$ cat src/rtl/video_pkg.sv
// Shared timing description for the raster generator: mode record, standard
// modes and helpers that derive totals and sync windows from a mode.
package video_pkg;

  typedef struct packed {
    int unsigned h_active;
    int unsigned h_front;
    int unsigned h_sync;
    int unsigned h_back;
    int unsigned v_active;
    int unsigned v_front;
    int unsigned v_sync;
    int unsigned v_back;
  } timing_t;

  localparam timing_t VGA_640x480 = '{32'd640, 32'd16, 32'd96, 32'd48,
                                      32'd480, 32'd10, 32'd2,  32'd33};
  localparam timing_t SVGA_800x600 = '{32'd800, 32'd40, 32'd128, 32'd88,
                                       32'd600, 32'd1,  32'd4,   32'd23};

  function automatic int unsigned h_total(input timing_t t);
    return t.h_active + t.h_front + t.h_sync + t.h_back;
  endfunction

  function automatic int unsigned v_total(input timing_t t);
    return t.v_active + t.v_front + t.v_sync + t.v_back;
  endfunction

  function automatic int unsigned h_sync_begin(input timing_t t);
    return t.h_active + t.h_front;
  endfunction

  function automatic int unsigned h_sync_end(input timing_t t);
    return t.h_active + t.h_front + t.h_sync;
  endfunction

  function automatic int unsigned v_sync_begin(input timing_t t);
    return t.v_active + t.v_front;
  endfunction

  function automatic int unsigned v_sync_end(input timing_t t);
    return t.v_active + t.v_front + t.v_sync;
  endfunction

endpackage

$ cat src/rtl/video_delay.sv
// Enable-gated shift register used to realign control bits with the pixel
// source latency; a depth of zero degenerates to a plain wire.
module video_delay #(
  parameter int               WIDTH       = 1,
  parameter int               DEPTH       = 1,
  parameter logic [WIDTH-1:0] RESET_VALUE = '0
) (
  input  logic             clk,
  input  logic             rst_n,
  input  logic             enable,
  input  logic [WIDTH-1:0] din,
  output logic [WIDTH-1:0] dout
);

  if (DEPTH == 0) begin : g_wire
    assign dout = din;
  end else begin : g_shift
    logic [WIDTH-1:0] stage_r [DEPTH];

    // Shift one place per enabled dot, idle pattern on reset.
    always_ff @(posedge clk or negedge rst_n) begin
      if (!rst_n) begin
        for (int i = 0; i < DEPTH; i++) stage_r[i] <= RESET_VALUE;
      end else if (enable) begin
        stage_r[0] <= din;
        for (int i = 1; i < DEPTH; i++) stage_r[i] <= stage_r[i-1];
      end
    end

    assign dout = stage_r[DEPTH-1];
  end

endmodule

$ cat src/rtl/video_timing.sv
// Raster timing generator: dot/line counters, fetch coordinates and strobes,
// plus an output stage that realigns sync/blank with the returned RGB.
module video_timing
  import video_pkg::*;
#(
  parameter int unsigned H_ACTIVE   = 640,
  parameter int unsigned H_FRONT    = 16,
  parameter int unsigned H_SYNC     = 96,
  parameter int unsigned H_BACK     = 48,
  parameter int unsigned V_ACTIVE   = 480,
  parameter int unsigned V_FRONT    = 10,
  parameter int unsigned V_SYNC     = 2,
  parameter int unsigned V_BACK     = 33,
  parameter logic        H_SYNC_POL = 1'b0,
  parameter logic        V_SYNC_POL = 1'b0,
  parameter int          PIPE_DELAY = 2,
  parameter int          X_WIDTH    = 11,
  parameter int          Y_WIDTH    = 10
) (
  input  logic               inp_clock,
  input  logic               inp_reset,
  input  logic               inp_enable,
  input  logic [7:0]         inp_red,
  input  logic [7:0]         inp_green,
  input  logic [7:0]         inp_blue,
  output logic [X_WIDTH-1:0] out_x,
  output logic [Y_WIDTH-1:0] out_y,
  output logic               out_fetch,
  output logic               out_line_start,
  output logic               out_frame_start,
  output logic [7:0]         out_red,
  output logic [7:0]         out_green,
  output logic [7:0]         out_blue,
  output logic               out_hsync,
  output logic               out_vsync,
  output logic               out_blank,
  output logic               out_clock
);

  localparam timing_t     TIM     = '{H_ACTIVE, H_FRONT, H_SYNC, H_BACK,
                                      V_ACTIVE, V_FRONT, V_SYNC, V_BACK};
  localparam int unsigned H_TOTAL = h_total(TIM);
  localparam int unsigned V_TOTAL = v_total(TIM);

  if (X_WIDTH == 0 || Y_WIDTH == 0 || H_ACTIVE == 0 || H_FRONT == 0 ||
      H_SYNC == 0 || H_BACK == 0 || V_ACTIVE == 0 || V_FRONT == 0 ||
      V_SYNC == 0 || V_BACK == 0) begin : g_bad_width
    $error("video_timing: width parameters must be non-zero");
  end
  if (((64'(H_TOTAL) - 64'd1) >> X_WIDTH) != 64'd0) begin : g_bad_x
    $error("video_timing: H_TOTAL-1 does not fit in X_WIDTH");
  end
  if (((64'(V_TOTAL) - 64'd1) >> Y_WIDTH) != 64'd0) begin : g_bad_y
    $error("video_timing: V_TOTAL-1 does not fit in Y_WIDTH");
  end

  localparam logic [X_WIDTH-1:0] X_LAST   = X_WIDTH'(H_TOTAL - 1);
  localparam logic [Y_WIDTH-1:0] Y_LAST   = Y_WIDTH'(V_TOTAL - 1);
  localparam logic [X_WIDTH-1:0] X_ACTIVE = X_WIDTH'(H_ACTIVE);
  localparam logic [Y_WIDTH-1:0] Y_ACTIVE = Y_WIDTH'(V_ACTIVE);
  localparam logic [X_WIDTH-1:0] HS_BEG   = X_WIDTH'(h_sync_begin(TIM));
  localparam logic [X_WIDTH-1:0] HS_END   = X_WIDTH'(h_sync_end(TIM));
  localparam logic [Y_WIDTH-1:0] VS_BEG   = Y_WIDTH'(v_sync_begin(TIM));
  localparam logic [Y_WIDTH-1:0] VS_END   = Y_WIDTH'(v_sync_end(TIM));

  logic [X_WIDTH-1:0] x_r;
  logic [Y_WIDTH-1:0] y_r;
  logic               active_s;
  logic               hsync_s;
  logic               vsync_s;
  logic [2:0]         delayed_s;

  // Dot and line counters with frame wrap.
  always_ff @(posedge inp_clock or negedge inp_reset) begin
    if (!inp_reset) begin
      x_r <= '0;
      y_r <= '0;
    end else if (inp_enable) begin
      if (x_r == X_LAST) begin
        x_r <= '0;
        y_r <= (y_r == Y_LAST) ? '0 : y_r + 1'b1;
      end else begin
        x_r <= x_r + 1'b1;
      end
    end
  end

  // Stage-0 decode; vsync depends on the line only, not on the dot.
  always_comb begin
    active_s = (x_r < X_ACTIVE) && (y_r < Y_ACTIVE);
    hsync_s  = ((x_r >= HS_BEG) && (x_r < HS_END)) ? H_SYNC_POL : ~H_SYNC_POL;
    vsync_s  = ((y_r >= VS_BEG) && (y_r < VS_END)) ? V_SYNC_POL : ~V_SYNC_POL;
  end

  video_delay #(
    .WIDTH       (3),
    .DEPTH       (PIPE_DELAY),
    .RESET_VALUE ({1'b0, ~H_SYNC_POL, ~V_SYNC_POL})
  ) u_delay (
    .clk    (inp_clock),
    .rst_n  (inp_reset),
    .enable (inp_enable),
    .din    ({active_s, hsync_s, vsync_s}),
    .dout   (delayed_s)
  );

  // Output register: RGB is blanked whenever the realigned dot is inactive.
  always_ff @(posedge inp_clock or negedge inp_reset) begin
    if (!inp_reset) begin
      out_blank <= 1'b0;
      out_hsync <= ~H_SYNC_POL;
      out_vsync <= ~V_SYNC_POL;
      out_red   <= 8'd0;
      out_green <= 8'd0;
      out_blue  <= 8'd0;
    end else if (inp_enable) begin
      out_blank <= delayed_s[2];
      out_hsync <= delayed_s[1];
      out_vsync <= delayed_s[0];
      out_red   <= delayed_s[2] ? inp_red   : 8'd0;
      out_green <= delayed_s[2] ? inp_green : 8'd0;
      out_blue  <= delayed_s[2] ? inp_blue  : 8'd0;
    end
  end

  assign out_x           = x_r;
  assign out_y           = y_r;
  assign out_fetch       = active_s;
  assign out_line_start  = inp_enable && (x_r == '0);
  assign out_frame_start = out_line_start && (y_r == '0);
  assign out_clock       = inp_clock;

endmodule

$ cat config.mk
export PLATFORM = sky130hd
export DESIGN_NAME = video_timing
export DESIGN_NICKNAME = d
export VERILOG_FILES = /design/src/rtl/video_pkg.sv /design/src/rtl/video_delay.sv /design/src/rtl/video_timing.sv
export SDC_FILE = /design/constraint.sdc
export NUM_CORES = 1
export LEC_CHECK = 0
export BUFFER_PORTS_ARGS = -buffer_cell sky130_fd_sc_hd__buf_2
export CAP_MARGIN = 25
export CORE_ASPECT_RATIO = 1.75
export CORE_UTILIZATION = 35
export DETAILED_ROUTE_END_ITERATION = 7
export GPL_ROUTABILITY_DRIVEN = 0
export SYNTH_ARGS = -nofsm -noshare
export SYNTH_HDL_FRONTEND = slang
export SYNTH_HIERARCHICAL = 1
export SYNTH_SLANG_ARGS = --single-unit
$ cat constraint.sdc
create_clock -name inp_clock -period 2.15 [get_ports inp_clock]
set_input_delay 0.43 -clock inp_clock [delete_from_list [all_inputs] [get_ports inp_clock]]
set_output_delay 0.43 -clock inp_clock [all_outputs]
set_load 0.02 [all_outputs]
==> results of run 1 <==
## worst register-to-register path, delay by kind of cell, from the launching register on
family                   cells  cell delay [ns]
XOR/XNOR                     1             0.16
flip-flops                   1             0.37
adder cells (fa/ha/maj)      1             0.20
AND/OR/NAND/NOR              3             0.90
buffers and inverters        2             0.21
## repair_timing
action                     in CTS  in global routing
pin swaps                       0                  3
gates resized for setup         9                 15
buffers inserted                3                  6
setup endpoints to repair       2                  3
## routing by layer
layer / vias up / track usage, % / part of all wire (%)
met3: 15 / 4.96 / 5.8
met4: 0 / 12.5 / 3.9
met1: 985 / 18.0 / 41
met2: 70 / 26.2 / 49
met5: - / 0 / 0
li1: 1021 / - / -
## worst max path at each step
stage | to | slack [ns]
after global routing | out_frame_start | -0.06
after CTS | out_frame_start | 0.002
after floorplan | out_fetch | 0.02
final | out_frame_start | 0.02
after global placement | out_frame_start | 0.27
after detailed placement | out_frame_start | 0.31
## layout make-up
class / count / area (um2) / area share [%]
sequential: 54 / 1370 / 40.2
multi-input combinational: 153 / 1070 / 31.5
timing repair buffer: 90 / 507 / 14.9
clock buffer: 11 / 223 / 6.56
inverter: 32 / 120 / 3.54
tap: 86 / 108 / 3.17
clock inverter: 1 / 5.00 / 0.147
## sequential cells by signal, summed over array words and instances, names as in the netlist
| name | count |
|---|---|
| out_hsync | 1 |
| out_blank | 1 |
| u_delay/dout | 3 |
| out_green | 8 |
| out_y | 10 |
| out_blue | 8 |
| out_x | 11 |
| out_vsync | 1 |
| u_delay/g_shift.stage_r | 3 |
| out_red | 8 |
## power by group through the flow
stage | sequential (mW) | clock [mW] | combinational (mW)
detailed placement | 1.22 | 0.0434 | 0.457
global route | 1.23 | 1.21 | 0.572
finish | 1.21 | 1.12 | 0.518
CTS | 1.21 | 1.16 | 0.481
floorplan | 1.31 | 0.0543 | 0.189
global placement | 1.22 | 0.0434 | 0.454
## synth_stat cells
master and count:
xor2_1 6, and2_1 3, clkbuf_1 7, a2bb2oi_1 1
inv_1 32, and3_1 9, nand4_2 2, mux2i_1 4
xnor2_1 5, nor4_1 2, nor4b_1 3, a21oi_1 2
nor2b_1 1, buf_6 2, nor3_2 1, buf_1 2
nand4_1 4, or3_1 2, dfrtp_1 48, o21ai_0 29
mux2_2 3, nor4_4 1, nor2_1 9, o21ai_1 2
buf_4 4, nor3_1 3, ha_1 4, nand3_1 32
nand3b_2 1, mux2_4 6, nand2_1 16, o31ai_1 1
clkbuf_2 2, dfstp_2 6, and3b_1 1
## cell usage in the layout (no fill, tap or decap), types with 4 or more instances in the layout
cell	Yosys	routed
clkbuf_16	0	8
mux2_4	6	6
nand3_1	32	32
mux2i_1	4	4
dfstp_2	6	6
and3_1	9	6
buf_4	4	14
dfrtp_1	48	43
nand4_1	4	4
nor2_1	9	9
o21ai_0	29	29
inv_1	32	30
nand2_1	16	16
xnor2_1	5	5
xor2_1	6	6
dfrtp_2	0	5
buf_2	0	75
## metrics by stage
| stage | setup TNS (ns) | util (%) | std cells | setup WS, ns | cell area (um2) |
|---|---|---|---|---|---|
| 2_1_floorplan | 0 | - | 256 | 0.0208 | 2570 |
| 3_3_place_gp | 0 | 42.3 | 407 | 0.272 | 3010 |
| 3_5_place_dp | 0 | 42.3 | 407 | 0.314 | 3010 |
| 4_1_cts | 0 | 46.2 | 421 | 0.00176 | 3290 |
| 5_1_grt | -0.0563 | 47.6 | 427 | -0.0563 | 3400 |
| 6_report | 0 | 47.6 | 427 | 0.0228 | 3400 |
## logic make-up (layout without fill, tap and decap cells)
| kind of cell | count (synthesis) | after routing | share of synthesized area, % |
|---|---|---|---|
| DFF | 54 | 54 | 52.9 |
| xor gates and xnor gates | 11 | 11 | 3.75 |
| adders and majority gates | 4 | 4 | 1.95 |
| AOI/OAI and AO/OA | 35 | 35 | 7.06 |
| buffers and inverters | 49 | 134 | 8.42 |
| and+or+nand+nor | 90 | 90 | 19.6 |
| muxes | 13 | 13 | 6.38 |
==> impl_metrics.csv, run 1 <==
group,metric,value,unit
cells_and_area,fill_cells,704,
cells_and_area,drive_above_1_share,40.5,%
floorplan,io_pins,79,
global_route,antenna_found_initial,0,
status,outcome,"complete, no violations",
global_route,grt_util_all_layers,16.5,%
synth,synth.top_cells.by_area,"dfrtp_1 47%, nand3_1 6.2%, dfstp_2 6.1%",
worst_setup_path,critPathMaxStageDelay,0.40,ns
synth,synth_top_area_cell,"dfrtp_1",
global_route,grt_pass1_vias,1919,
floorplan,rows,41,
worst_setup_path,crit_fanout,2,
worst_setup_path,worst-setup-path-type,"flop to output pin",
detailed_routing,detail_route.wl_per_cell,13.6,um
job,maxCapViolations,0,
cells_and_area,antenna_cells,0,
worst_setup_path,cp-end-kind,"output pin",
pwr,seqPwrFrac,42.5,%
worst_setup_path,cp.depth,6,
pwr,max-vdd-ir-drop,419,uV
pwr,power_density,840,mW/mm2
synth,postSynthCellCount,256,
worst_setup_path,regToRegSetupSlack,0.18,ns
synth,yosys_warnings,6,
cts,cts_tree,"yes",
pwr,switching_share,28.5,%
worst_setup_path,regToRegEndpoint,"out_y[6]",
worst_setup_path,crit_path_start_kind,"flop",
pwr,p_switching,0.813,mW
pwr,power,2.85,mW
timing,final-hold-violation-count,0,
cells_and_area,area_growth_syn_to_layout,32.1,%
synth,post_synth_num_cell_types,35,
floorplan,dieArea,0.00770,mm2
worst_setup_path,crit_required,1.72,ns
detailed_routing,vias_per_cell,4.90,
worst_setup_path,crit_top_cell,"and3_4",
global_route,grt_max_degree,55,
detailed_routing,ant_nets,0,
timing,setup_viol,0,
synth,ys_seq_elements,54,
timing,report.final.slew_viol_count,0,
worst_setup_path,crit_start,"out_x[1]",
worst_setup_path,r2r_start,"out_x[1]",
detailed_routing,drt-pass1-iter-count,6,
timing,holdWs,0.0132,ns
worst_setup_path,path_cells,"inv_2 > ha_4 > nor4b_4 > and3_4 > and3_4 > buf_6",
cts,insertion_delay,0.40,ns
worst_setup_path,critPathArrivalTime,1.70,ns
synth,syn-mean-instance-area,10.0,um2
timing,post-route-period-util,98.9,%
synth,synth-seq-area-share,52.9,%
floorplan,initial_utilization,36.0,%
timing,skew,0.00433,ns
detailed_routing,via_count,2091,
detailed_routing,drt-initial-drc-count,122,
place,dp_hpwl,3.92,mm
worst_setup_path,critPathTopFamily,"simple AND/OR/NAND/NOR gates",
floorplan,die_x,66.8,um
timing,fmax,470,MHz
floorplan,core-area,0.00713,mm2
synth,syn_nets,287,
floorplan,die_h,115,um
pwr,clkPwrFrac,39.3,%
worst_setup_path,slowest_stage,"dfrtp_1",
pwr,power_frac_comb,18.2,%
timing,max-slew-margin-rel,47.3,%
pwr,intPower,2.04,mW
synth,yosysTopAreaCellShare,46.7,%
hold_path,hold_path_class,"input pin to async pin",
detailed_routing,drc_errors,0,
timing,rsz0062_at_grt,"yes",
synth,syn-cell-area,0.00257,mm2
pwr,power.leakage,1.72,nW
worst_setup_path,path_buf_inv,2,
cts,clk_pin_slew,0.07,ns
worst_setup_path,worstRegToRegCells,7,
place,port_buffers,78,
global_route,grt.overflow.total,0,
cts,postCtsHoldBufs,0,
timing,fin_crit,2.13,ns
global_route,grt_pass1_wl,9.20,mm
cells_and_area,fin_nets,371,
timing,worst_slew_pin_slew,0.791,ns
detailed_routing,wl,5.80,mm
No activity file was read; power rests on OpenSTA's default activity.
==> run 2, diff against run 1 <==
CORE_UTILIZATION = 53   (was 35)
PLACE_DENSITY = 0.82   (was not set)
==> impl_metrics.csv, run 2 (synthesis gave the netlist of run 1 again) <==
group,metric,value,unit
floorplan,dieArea,0.00514,mm2
worst_setup_path,slowest_stage,"dfrtp_1",
pwr,power.leakage,1.67,nW
timing,fin_crit,2.14,ns
cells_and_area,final_common_cell,"buf_2",
job,maxCapViolations,0,
worst_setup_path,path_cells,"nor4b_4 > and3_4 > and3_4 > buf_6",
timing,rsz0062_at_grt,"yes",
cts,clk_pin_slew,0.09,ns
global_route,grt_pass1_vias,1842,
worst_setup_path,cp-end-kind,"output pin",
floorplan,core-area,0.00467,mm2
timing,holdWs,-0.000898,ns
timing,report.final.slew_viol_count,0,
timing,worst_slew_pin_slew,0.768,ns
detailed_routing,drt-pass1-iter-count,4,
pwr,power,2.56,mW
floorplan,rows,33,
status,outcome,"finished, violations left",
detailed_routing,via_count,2072,
status,violations,"hold timing",
global_route,grt_util_all_layers,21.6,%
cells_and_area,fin_cells,392,
timing,skew,0.00452,ns
timing,worst_slack,0.0134,ns
worst_setup_path,crit_path_start_kind,"flop",
hold_path,hold_path_class,"input pin to async pin",
cells_and_area,fin_nets,370,
detailed_routing,drc_errors,0,
place,port_buffers,78,
floorplan,initial_utilization,55.1,%
floorplan,io_pins,79,
global_route,antenna_found_initial,0,
floorplan,die_h,94.1,um
timing,max-slew-margin-rel,48.8,%
cells_and_area,final_cell_area,0.00325,mm2
timing,fmax,468,MHz
detailed_routing,detail_route.wl_per_cell,13.9,um
timing,setup_viol,0,
worst_setup_path,worst-setup-path-type,"flop to output pin",
worst_setup_path,crit_fanout,8,
global_route,grt_max_degree,58,
global_route,grt_pass1_wl,8.13,mm
place,dp_worst_setup_slack,0.322,ns
cells_and_area,largest_reg_flops,11,
cells_and_area,final_cell_mix,"76 x buf_2, 44 x dfrtp_1, 32 x nand3_1, 30 x inv_1, 29 x o21ai_0",
worst_setup_path,crit_required,1.72,ns
detailed_routing,drt-initial-drc-count,31,
cells_and_area,drive_above_1_share,40.0,%
worst_setup_path,critPathMaxStageDelay,0.50,ns
cells_and_area,fill_cells,381,
worst_setup_path,critPathArrivalTime,1.71,ns
cts,insertion_delay,0.40,ns
detailed_routing,ant_nets,0,
cts,cts_tree,"yes",
worst_setup_path,crit_top_cell,"and3_4",
timing,final-hold-violation-count,1,
global_route,grt.overflow.total,0,
cells_and_area,antenna_cells,0,
timing,post-route-period-util,99.4,%
detailed_routing,wl,5.46,mm
pwr,max-vdd-ir-drop,548,uV
detailed_routing,vias_per_cell,5.29,
pwr,power_density,788,mW/mm2
place,dp_hpwl,3.72,mm
cells_and_area,area_growth_syn_to_layout,26.3,%
place,post_dp_cell_area,0.00295,mm2
cells_and_area,fin_util,69.6,%
place,dp.cells,372,
floorplan,die_x,54.6,um
## run 2: power by group
part | switching [mW] | internal (mW)
registers | 0.105 | 1.10
logic | 0.286 | 0.199
clock network | 0.381 | 0.480
## run 2: routing by layer
layer	vias up	wire (um)	track usage, %	share of wire (%)
met5	-	0	0	0
met4	0	74	7.91	1.4
met3	9	275	4.21	5.0
met2	68	2810	36.7	51
met1	979	2300	25.6	42
li1	1016	-	-	-
## run 2: through the flow
stage | TNS [ns] | hold WS, ns
after detailed placement | 0 | 0.450
after CTS | 0 | 0.00969
final | 0 | -0.000898
after global routing | -0.0966 | 0.0287
after floorplan | 0 | 0.134
after global placement | 0 | 0.445
## run 2: timing repair
action | 4_1_cts | 5_1_grt
endpoints found under the setup margin | 2 | 3
buffers inserted | 1 | 8
gates resized for setup | 6 | 14
hold buffers | 0 | 0
pin swaps | 0 | 3
## run 2: worst paths after layout
kind,from,endpoint,slack (ns),depth (start not counted)
setup reg to reg,out_x[0],out_y[6],0.29,6
max in group asynchronous,inp_reset,u_delay/g_shift.stage_r[3],1.48,2
hold reg to reg,out_blank,out_blank,0.52,1
min in group inp_clock,inp_green[5],out_green[5],0.26,3
hold / removal,inp_reset,out_blue[6],-0.0009,1
setup / recovery,out_x[8],out_frame_start,0.01,4
## run 2: critical path, delay by kind of cell (launching register included)
family / cells / cell delay [ns]
simple gates: 3 / 0.69
buf+inv: 1 / 0.11
flops: 1 / 0.50
## run 2: final cells by class
cell class                      count  area, um2  area share (%)
Inverter                           32        120            3.70
Multi-Input combinational cell    153       1050            32.5
Clock inverter                      3       43.8            1.35
Tap cell                           52       65.1            2.00
Sequential cell                    54       1360            42.0
Timing Repair Buffer               89        484            14.9
Clock buffer                        9        115            3.55
